==> config.mk <==
export PLATFORM = sky130hd
export DESIGN_NAME = bus_arbiter
export DESIGN_NICKNAME = d
export VERILOG_FILES = /design/src/rtl/bus_arbiter.sv
export SDC_FILE = /design/constraint.sdc
export NUM_CORES = 1
export LEC_CHECK = 0
export BUFFER_PORTS_ARGS = -buffer_cell sky130_fd_sc_hd__buf_4
export CAP_MARGIN = 10
export CORE_MARGIN = 1
export CORE_UTILIZATION = 40
export DETAILED_ROUTE_END_ITERATION = 12
export GPL_TIMING_DRIVEN = 0
export HOLD_SLACK_MARGIN = 0.02
export PLACE_DENSITY = 0.57
export REMOVE_ABC_BUFFERS = 1
export SYNTH_ARGS = -nofsm -noshare
export SYNTH_HDL_FRONTEND = slang
export SYNTH_SLANG_ARGS = --single-unit
==> constraint.sdc <==
create_clock -name cpu_clk -period 2.1 [get_ports cpu_clk]
set_clock_uncertainty 0.15 [all_clocks]
set_input_delay 0.105 -clock cpu_clk [delete_from_list [all_inputs] [get_ports cpu_clk]]
set_output_delay 0.105 -clock cpu_clk [all_outputs]
set_load 0.005 [all_outputs]
==> src/rtl/bus_arbiter.sv <==
// bus_arbiter: round-robin arbiter for the shared CPU external bus.
// Active-low requests in, registered one-cold active-low grant out.
// Ownership changes only when no transfer is outstanding, and every
// handover passes through at least one idle cycle with no grant asserted.
module bus_arbiter #(
  parameter int unsigned NUM_MASTERS = 4,
  parameter int unsigned MAX_HOLD    = 16
) (
  input  logic                           cpu_clk,
  input  logic                           cpu_rstn,
  input  logic [NUM_MASTERS-1:0]         m_reqn,
  input  logic                           bus_asn,
  input  logic                           bus_rdyn,
  output logic [NUM_MASTERS-1:0]         m_grntn,
  output logic [$clog2(NUM_MASTERS)-1:0] owner,
  output logic                           granted
);

  localparam int unsigned OW = $clog2(NUM_MASTERS);
  localparam int unsigned HW = (MAX_HOLD == 0) ? 1 : $clog2(MAX_HOLD + 1);
  localparam logic [HW-1:0] HOLD_MAX = HW'(MAX_HOLD);

  localparam logic [0:0] IDLE  = 1'b0;
  localparam logic [0:0] GRANT = 1'b1;

  logic [0:0]             state_q, state_d;
  logic [OW-1:0]          rr_ptr, rr_ptr_d;
  logic [HW-1:0]          hold_cnt, hold_cnt_d;
  logic [NUM_MASTERS-1:0] m_grntn_d;
  logic [OW-1:0]          owner_d;
  logic                   granted_d;

  logic                   any_req;
  logic [OW-1:0]          win;
  logic                   xfer_busy;
  logic [NUM_MASTERS-1:0] other_reqs;
  logic                   other_req;
  logic                   do_release;
  logic                   do_preempt;

  // First requester found searching upward from rr_ptr, wrapping
  always_comb begin
    any_req = 1'b0;
    win     = '0;
    for (int unsigned i = 0; i < NUM_MASTERS; i++) begin
      if (!any_req && !m_reqn[OW'((32'(rr_ptr) + i) % NUM_MASTERS)]) begin
        any_req = 1'b1;
        win     = OW'((32'(rr_ptr) + i) % NUM_MASTERS);
      end
    end
  end

  // Release / preemption qualifiers for the current owner
  always_comb begin
    xfer_busy         = !bus_asn && bus_rdyn;
    other_reqs        = ~m_reqn;
    other_reqs[owner] = 1'b0;
    other_req         = |other_reqs;
    do_release        = m_reqn[owner] && !xfer_busy;
    do_preempt        = (MAX_HOLD != 0) && (hold_cnt == HOLD_MAX) &&
                        other_req && !xfer_busy;
  end

  // Next-state and next-output logic
  always_comb begin
    state_d    = state_q;
    m_grntn_d  = m_grntn;
    owner_d    = owner;
    granted_d  = granted;
    rr_ptr_d   = rr_ptr;
    hold_cnt_d = hold_cnt;
    case (state_q)
      IDLE: begin
        if (any_req) begin
          state_d    = GRANT;
          m_grntn_d  = ~(NUM_MASTERS'(1) << win);
          owner_d    = win;
          granted_d  = 1'b1;
          hold_cnt_d = '0;
        end
      end
      GRANT: begin
        if (do_release || do_preempt) begin
          state_d    = IDLE;
          m_grntn_d  = '1;
          granted_d  = 1'b0;
          hold_cnt_d = '0;
          rr_ptr_d   = (owner == OW'(NUM_MASTERS - 1)) ? '0 : owner + OW'(1);
        end else if (hold_cnt != HOLD_MAX) begin
          hold_cnt_d = hold_cnt + HW'(1);
        end
      end
      default: begin
        state_d   = IDLE;
        m_grntn_d = '1;
        granted_d = 1'b0;
      end
    endcase
  end

  // State and registered outputs; reset drops any grant immediately
  always_ff @(posedge cpu_clk) begin
    if (!cpu_rstn) begin
      state_q  <= IDLE;
      m_grntn  <= '1;
      owner    <= '0;
      granted  <= 1'b0;
      rr_ptr   <= '0;
      hold_cnt <= '0;
    end else begin
      state_q  <= state_d;
      m_grntn  <= m_grntn_d;
      owner    <= owner_d;
      granted  <= granted_d;
      rr_ptr   <= rr_ptr_d;
      hold_cnt <= hold_cnt_d;
    end
  end

endmodule

After elaboration in Yosys (flattened, before gate mapping)
Index checks and enable logic that the tools add are counted.
- word-level logic and storage cells: 84
- bits in read-only memories: 0
- register bits after elaboration: 15
- bits in latches: 0
- memories kept: 0
- output and inout bits: 7
- memory bits (writable): 0
- $lt $le $gt $ge: 6
- muxes and demuxes: 34
- eq/ne operators: 6
- shift-type cells: 1
- $mul: 0
- reduce and logical (&&, ||, !) cells: 21
- divide/modulo/power cells: 0
- bitwise logic cells: 5
- add/sub/neg operators: 5
- operators by type and width (operator ; number):
    2-bit by 3-bit < comparator with 1-bit output, second input constant ; 5
    5-bit two-way mux ; 3
    1-bit two-way mux ; 14
    4-bit inverter ; 3
    1-bit binary-select mux with 2-bit select ; 5
    2-bit two-way mux ; 5
    5-bit one-hot mux with 2 select lines ; 1
    1-bit logical AND ; 8
    4-bit two-way mux ; 2
    4-bit one-hot mux with 2 select lines ; 1
    2-bit AND reduction ; 4
    1-bit logical NOT ; 7
    5-bit by 1-bit adder with 5-bit output, second input constant ; 1
    5-bit equality test, second input constant ; 1
    5-bit inequality test, second input constant ; 1
    2-bit by 1-bit adder with 2-bit output, second input constant ; 2
    2-bit adder, second input constant ; 2
    4-bit bitwise AND ; 1
    1-bit one-hot mux with 2 select lines ; 2
    4-bit OR reduction ; 1
    1-bit by 2-bit << shifter with 4-bit output, first input constant ; 1
    3-bit by 1-bit inequality test with 1-bit output, second input constant ; 1
    1-bit demux with 2-bit select ; 1
    2-bit equality test, second input constant ; 1
    other kinds (5) ; 5

Logic depth before layout (Yosys ltp)
Gate-level depths: netlist of the first run.
- depth in word-level cells: 16
- mapped depth: 7
- gate-level depth less buffers: 7

Worst setup path before layout of the first run
No wires, ideal clock.
- path kind: reg-to-reg
- start: reg owner[0]
- end: reg rr_ptr[0]
- stages on the path, launching flop included: 8
- path slack: 0.163 ns
- library setup time: 0.070 ns
- arrival time: 1.717 ns
- buffers on the path: 0
- required time: 1.880 ns
- cell sequence: dfxtp_1 -> inv_1 -> ha_1 -> o22ai_1 -> o21a_1 -> o211ai_2 -> or3_1 -> a21boi_1
- longest elaborated chain between the ends: 11
- elaborated cells between the ends (all ways): 18
- classes of those cells: add/sub (1); order compare (2); eq/ne (1); mux (5); bitwise (2); reduce/logical (7)
- RTL lines (item ; line ; RTL):
    from (decl) ; 15 ; output logic [$clog2(NUM_MASTERS)-1:0] owner,
    from (signal assigned) ; 113 ; owner <= owner_d;
    2-bit by 3-bit < comparator with 1-bit output (implied by the code) or 2-bit by 1-bit >= comparator with 1-bit output (tied branches) ; 57 ; other_reqs[owner] = 1'b0;
    1-bit logical AND (implied by the code) ; 57 ;
    1-bit two-way mux (implied by the code) ; 57 ;
    1-bit demux with 2-bit select ; 57 ;
    4-bit inverter (no source line) ; - ;
    4-bit bitwise AND (no source line) ; - ;
    4-bit OR reduction ; 58 ; other_req = |other_reqs;
    1-bit logical AND ; 60 ; do_preempt = (MAX_HOLD != 0) && (hold_cnt == HOLD_MAX) &&
    1-bit logical AND ; 61 ; other_req && !xfer_busy;
    1-bit logical OR ; 83 ; if (do_release || do_preempt) begin
    2-bit AND reduction (no source line) ; - ;
    to (signal assigned) ; 115 ; rr_ptr <= rr_ptr_d;
    to (decl) ; 27 ; logic [OW-1:0] rr_ptr, rr_ptr_d;
Several ways; a longest one is shown, not always the timed one. The select of a mux whose other input is x is not followed.
A chain may end at the register's enable or synchronous reset.

Worst setup path in the final report of the first run
- start: reg hold_cnt[0]
- end: reg rr_ptr[0]
- longest elaborated chain between the ends: 5
- RTL lines (item ; line ; RTL):
    from (decl) ; 28 ; logic [HW-1:0] hold_cnt, hold_cnt_d;
    from (signal assigned) ; 116 ; hold_cnt <= hold_cnt_d;
    5-bit equality test ; 60 ;
    1-bit logical AND ; 60 ;
    1-bit logical AND ; 61 ;
    1-bit logical OR ; 83 ;
    2-bit AND reduction (no source line) ; - ;
Every way passes these cells.

==> run_results.csv, run 1 <==
group,metric,value,unit
synthesis,seq_area_frac_synth,0.343,
floorplan,die_w,48.8,µm
hold_path,hp-class,"in2reg",
synthesis,ys.warnings.count,0,
finish,area_delta_synth_final,22.9,%
detailed_routing,via_count,789,
finish,nets,134,
clocking,cts_buffers,3,
power_and_ir_drop,p_clk_frac,0.280,
synthesis,ys.flop_type,"dfxtp_1",
power_and_ir_drop,p_per_area,570,nW/µm²
floorplan,io-pin-count,15,
timing,max_slew_margin,0.532,
synthesis,synth_top_area_share,0.343,
critical_path,max_stage_delay,350,ps
grt,grt_first_pass_wirelength,3.15,mm
detailed_routing,postRouteAntennaNets,0,
synthesis,syn-mean-instance-area,8.59,µm²
power_and_ir_drop,p_int,0.000434,W
detailed_routing,first_iter_violations,28,
timing,fin_crit,1950,ps
placed_design,port-buffer-count,14,
clocking,cts_buffer_depth,2,
finish,design_area,1080,µm²
power_and_ir_drop,vdd_drop_max,327,µV
critical_path,setup.worst_path.class,"reg2reg",
timing,final_hold_viol_count,0,
synthesis,ys_seq_elements,15,
power_and_ir_drop,p_seq_frac,0.511,
placed_design,place_area,1010,µm²
timing,maxClockFrequency,0.513,GHz
timing,slew_viol_final,0,
timing,worst_slack,151,ps
timing,worst_slew_pin_slew,701,ps
critical_path,path_cells,"inv_1, ha_1, nor4bb_4, o21a_1, o211ai_2, or3_1, a21boi_1",
power_and_ir_drop,swShare,0.293,
clocking,clkSinkCount,15,
grt,overflow,0,
detailed_routing,first_pass_iters,4,
detailed_routing,drc,0,
synthesis,synth_area,876,µm²
floorplan,die_h,48.8,µm
clocking,htreeDepth,1,
critical_path,crit_buf_inv,1,
detailed_routing,via_per_inst,5.40,
run,maxCapViolations,0,
clocking,clock_latency,290,ps
grt,grt_pass1_vias,655,
synthesis,synth_top_area_cell,"dfxtp_1",
synthesis,synth-edff-count,0,
critical_path,critPathCaptureType,"flip-flop",
placed_design,pre_cts_ws,-42.9,ps
timing,fin_crit_sh,0.928,
grt,grt_max_degree,14,
critical_path,start_kind,"flip-flop",
critical_path,cp_slowest_cell,"dfxtp_1",
critical_path,crit_path_max_fanout,5,
critical_path,critical_path.top_delay_family,"simple AND/OR/NAND/NOR gates",
power_and_ir_drop,p_switching,0.000180,W
clocking,cts_tree,"built",
synthesis,synthCells,102,
power_and_ir_drop,power.leakage,0.430,nW
critical_path,cp.required,2170,ps
synthesis,synth_area_leaders,"dfxtp_1, ha_1, nand2_1",
synthesis,yosys.cell_types.count,35,
grt,grt_use_total,0.176,
finish,drive_gt1_frac,0.235,
floorplan,die_area,2380,µm²
floorplan,start_util,0.438,
placed_design,place.gp.congestion,0.810,
synthesis,synth_top_family_by_area,"compound AO/OA/AOI/OAI gates",
floorplan,row_count,16,
timing,setup_viol,0,
timing,holdWs,91.5,ps
clocking,clk_pin_slew,90,ps
synthesis,synth_xor_area_frac,0.0200,
clocking,cts_root_buf,"clkbuf_4",
detailed_routing,avgRoutedWirePerCell,13.3,µm
critical_path,cp.arrival,2020,ps
finish,diodes,0,
detailed_routing,wirelength,1.95,mm
synthesis,synthMuxAreaShare,0.0371,
synthesis,synth-adder-area-share,0.0857,
synthesis,synthSimpleGateAreaFrac,0.241,
synthesis,async_reset_ff_frac,0,
clocking,cts_setup_buffers,0,
power_and_ir_drop,pwr-share-comb,0.209,
synthesis,synth_compound_area_frac,0.247,
floorplan,core_area,2000,µm²
grt,antenna_found_initial,0,
status,status,"completed",
placed_design,hpwl,1.37,mm
cells in the final DEF, fill, tap and decap left out, drive strengths merged:
cell / netlist / layout
a211oi: 2 / 2
nand4: 2 / 2
a21oi: 2 / 2
nor3: 6 / 6
ha: 6 / 6
and3b: 1 / 1
a21o: 2 / 2
dfxtp: 15 / 15
clkbuf: 2 / 4
mux4: 1 / 1
or2b: 1 / 1
o21a: 1 / 1
o211ai: 1 / 1
a21boi: 6 / 6
nor2: 6 / 6
inv: 4 / 4
or2: 1 / 1
nand2: 13 / 13
mux2i: 1 / 1
o21ai: 7 / 7
o22ai: 4 / 4
o211a: 1 / 1
nor2b: 2 / 2
dlygate4sd3: 0 / 1
a31oi: 1 / 1
nand3: 4 / 4
xnor2: 2 / 2
a32o: 1 / 1
or3: 1 / 1
and2: 1 / 1
buf: 0 / 14
nor4bb: 1 / 1
o31ai: 1 / 1
nand2b: 3 / 3
layer usage:
layer / routed length (µm) / GRT usage / vias up / part of all wire
met5: 0 / 0 / - / 0
li1: - / - / 404 / -
met2: 816 / 0.236 / 18 / 0.42
met4: 34 / 0.0735 / 0 / 0.017
met3: 81 / 0.0374 / 4 / 0.042
met1: 1010 / 0.267 / 363 / 0.52
logic make-up (layout without fill, tap and decap cells):
family | after synthesis | count (layout)
adder cells (fa/ha/maj) | 6 | 6
XOR/XNOR | 2 | 2
AND/OR/NAND/NOR | 42 | 42
AO/OA/AOI/OAI | 29 | 29
multiplexers | 2 | 2
buffers and inverters | 6 | 23
flip-flops | 15 | 15
flip-flops by register name, summed over array words and instances, names as in the netlist:
| name | flops |
|---|---|
| granted | 1 |
| hold_cnt | 5 |
| m_grntn | 4 |
| owner | 2 |
| rr_ptr | 2 |
| state_q | 1 |
path summary, 6_finish.rpt:
kind	from	cells after the start	end	slack, ps
setup / recovery	hold_cnt[0]	7	rr_ptr[0]	150
hold reg to reg	rr_ptr[0]	2	rr_ptr[0]	330
setup reg to reg	hold_cnt[0]	7	rr_ptr[0]	150
hold / removal	m_reqn[3]	4	owner[0]	90
cells in the mapped netlist, types with 2 or more instances:
cell type,instances
dfxtp_1,15
nand2_1,13
ha_1,6
nor2_1,6
nor3_1,6
o21ai_0,6
a21boi_0,4
inv_1,4
nand3_1,4
o22ai_1,4
nand2b_1,3
a211oi_1,2
a21boi_1,2
a21o_1,2
clkbuf_1,2
nand4_1,2
nor2b_1,2
xnor2_1,2
layout make-up:
cell class	count	area, µm²
fillers	185	926
flip-flops and latches	15	305
multi-input cells	81	581
well taps	27	33.8
repair buffers	15	115
inverters	4	15.0
clock buffers	4	26.3
stage by stage:
step | cells | total power (W) | TNS (ps) | utilization
final | 146 | 0.000614 | 0 | 0.538
after global routing | 146 | 0.000649 | -13.5 | 0.538
after CTS | 146 | 0.000618 | 0 | 0.522
after detailed placement | 141 | 0.000442 | -42.9 | 0.503
after global placement | 141 | 0.000441 | 0 | 0.503
after floorplan | 100 | 0.000392 | 0 | -
what timing repair did:
item,in CTS,in global routing
hold buffers,1,0
setup endpoints to repair,1,4
gates resized for setup,1,6
endpoints found under the hold margin,10,0
worst register-to-register path, cell delays in order (launching register included):
cell      delay (ps)
dfxtp_1          350
inv_1             80
ha_1             160
nor4bb_4         310
o21a_1           210
o211ai_2         150
or3_1            340
a21boi_1         140
power by group through the flow:
stage | logic [W] | registers, W | clock network [W]
detailed placement | 0.000122 | 0.000321 | 0
CTS | 0.000124 | 0.000314 | 0.000179
global route | 0.000143 | 0.000317 | 0.000189
global placement | 0.000121 | 0.000320 | 0
floorplan | 0.0000732 | 0.000319 | 0
finish | 0.000128 | 0.000314 | 0.000172
Power figures use the tool's default switching activity.
==> run 2, diff against run 1 <==
- BUFFER_PORTS_ARGS: -buffer_cell sky130_fd_sc_hd__buf_4 -> unset
- DONT_BUFFER_PORTS: unset -> 1
- PLACE_DENSITY: 0.57 -> 0.51
- REMOVE_ABC_BUFFERS: 1 -> unset
==> run_results.csv, run 2 (same netlist as run 1, synthesis figures left out) <==
group,metric,value,unit
status,status,"completed",
hold_path,hp-class,"in2reg",
detailed_routing,via_count,755,
power_and_ir_drop,p_int,0.000421,W
placed_design,place_inst,129,
detailed_routing,postRouteAntennaNets,0,
critical_path,setup.worst_path.class,"in2reg",
finish,layout.cells.non_filler,138,
clocking,htreeDepth,1,
floorplan,start_util,0.438,
power_and_ir_drop,p_per_area,576,nW/µm²
grt,grt_max_degree,11,
timing,fin_crit,1970,ps
detailed_routing,top_layer,"met4",
timing,final_hold_viol_count,0,
power_and_ir_drop,swShare,0.283,
detailed_routing,wirelength,1.87,mm
finish,final_util,0.509,
timing,max_slew_margin,0.625,
grt,overflow,0,
floorplan,die_h,48.8,µm
grt,antenna_found_initial,0,
finish,diodes,0,
critical_path,critPathCaptureType,"flip-flop",
power_and_ir_drop,p_seq_frac,0.540,
detailed_routing,wl_met2,783,µm
power_and_ir_drop,p_switching,0.000166,W
detailed_routing,wl_met1,973,µm
finish,largest_register_ffs,5,
timing,maxClockFrequency,0.507,GHz
timing,setup_viol,0,
floorplan,core_area,2000,µm²
critical_path,start_kind,"primary input",
floorplan,die_area,2380,µm²
critical_path,crit_path_max_fanout,5,
detailed_routing,via_per_inst,5.47,
finish,n_fill_cell,194,
timing,slew_viol_final,0,
synthesis,synth_nets,116,
timing,worst_slew_pin_slew,556,ps
detailed_routing,drc,0,
finish,largest_register,"hold_cnt",
clocking,clk_pin_slew,90,ps
power_and_ir_drop,pwr-share-comb,0.182,
floorplan,io-pin-count,15,
detailed_routing,first_iter_violations,26,
power_and_ir_drop,p_clk_frac,0.278,
clocking,clkSinkCount,15,
grt,grt_use_total,0.171,
power_and_ir_drop,vdd_drop_max,279,µV
clocking,cts_tree,"built",
clocking,cts_root_buf,"clkbuf_4",
timing,fin_crit_sh,0.939,
detailed_routing,wl_met3,107,µm
floorplan,die_w,48.8,µm
finish,drive_gt1_frac,0.126,
floorplan,row_count,16,
finish,layout_common_cells,"nand2_1, dfxtp_1",
placed_design,place.gp.congestion,0.770,
timing,setup_tns,0,ps
detailed_routing,first_pass_iters,4,
grt,grt_first_pass_wirelength,3.14,mm
detailed_routing,avgRoutedWirePerCell,13.6,µm
placed_design,hpwl,1.34,mm
clocking,cts_buffers,3,
placed_design,port-buffer-count,0,
power_and_ir_drop,power.leakage,0.378,nW
run,maxCapViolations,0,
timing,rsz0062_at_grt,"no",
finish,reg.largest.list,"hold_cnt: 5 flops, m_grntn: 4 flops",
clocking,cts_buffer_depth,2,
critical_path,cp.required,2150,ps
finish,nets,126,
clocking,clock_latency,280,ps
finish,area_delta_synth_final,16.3,%
critical_path,cp.arrival,2030,ps
grt,grt_pass1_vias,717,
run 2: changes by cell type in the layout (fill, tap and decap cells not counted):
cell | before | now
nor4bb_4 | 1 | 0
o211ai_4 | 0 | 1
buf_4 | 14 | 0
dlygate4sd3_1 | 1 | 5
nor4bb_2 | 0 | 1
o211ai_2 | 1 | 0
clkbuf_1 | 1 | 3
run 2: metrics by stage:
step                      total power, W  instance area (µm²)  hold slack (ps)  setup WS [ps]
after floorplan                 0.000395                  876              112            163
after global placement          0.000416                  910              132          -30.8
final                           0.000587                 1020             54.2            128
after detailed placement        0.000416                  910              129          -57.3
after global routing            0.000627                 1020             60.3           5.81
after CTS                       0.000589                  993             57.5           33.2
run 2: final timing paths:
check,start,end,slack [ps],depth (start not counted)
worst min-delay path,m_reqn[1],owner[1],50,3
worst max-delay path,m_reqn[3],hold_cnt[2],130,7
worst min register to register,rr_ptr[0],rr_ptr[0],350,2
worst max register to register,hold_cnt[0],rr_ptr[0],130,7
run 2: repair_timing:
action / CTS / global route
pin swaps: 0 / 1
buffers inserted: 0 / 0
endpoints found under the setup margin: 4 / 4
hold buffers: 5 / 0
endpoints found under the hold margin: 11 / 0
cloned: 0 / 0
gates resized for setup: 2 / 5
run 2: layout make-up:
class,instances,area [µm²],share of cell area
Buffer,2,7.51,0.00737
Clock buffer,4,26.3,0.0258
Inverter,4,15.0,0.0147
Multi-Input combinational cell,81,581,0.570
Sequential cell,15,305,0.300
Tap cell,27,33.8,0.0332
Timing Repair Buffer,5,50.0,0.0491
run 2: power groups by stage:
stage | Clock (W) | Combinational (W) | Sequential [W]
floorplan | 0 | 0.0000760 | 0.000319
global placement | 0 | 0.0000935 | 0.000323
detailed placement | 0 | 0.0000931 | 0.000323
CTS | 0.000168 | 0.000103 | 0.000317
global route | 0.000188 | 0.000119 | 0.000320
finish | 0.000163 | 0.000107 | 0.000317
run 2: worst max-delay path: stages:
cell	delay, ps
dlygate4sd3_1	560
nand4_1	140
dlygate4sd3_1	590
nor2_1	230
a21oi_2	100
mux2i_1	130
nor3_1	170
run 2: routing by layer:
metal,vias to the layer above,global-route usage
li1,385,-
met2,14,0.245
met3,2,0.0530
met5,-,0
met1,354,0.240
met4,0,0.0588
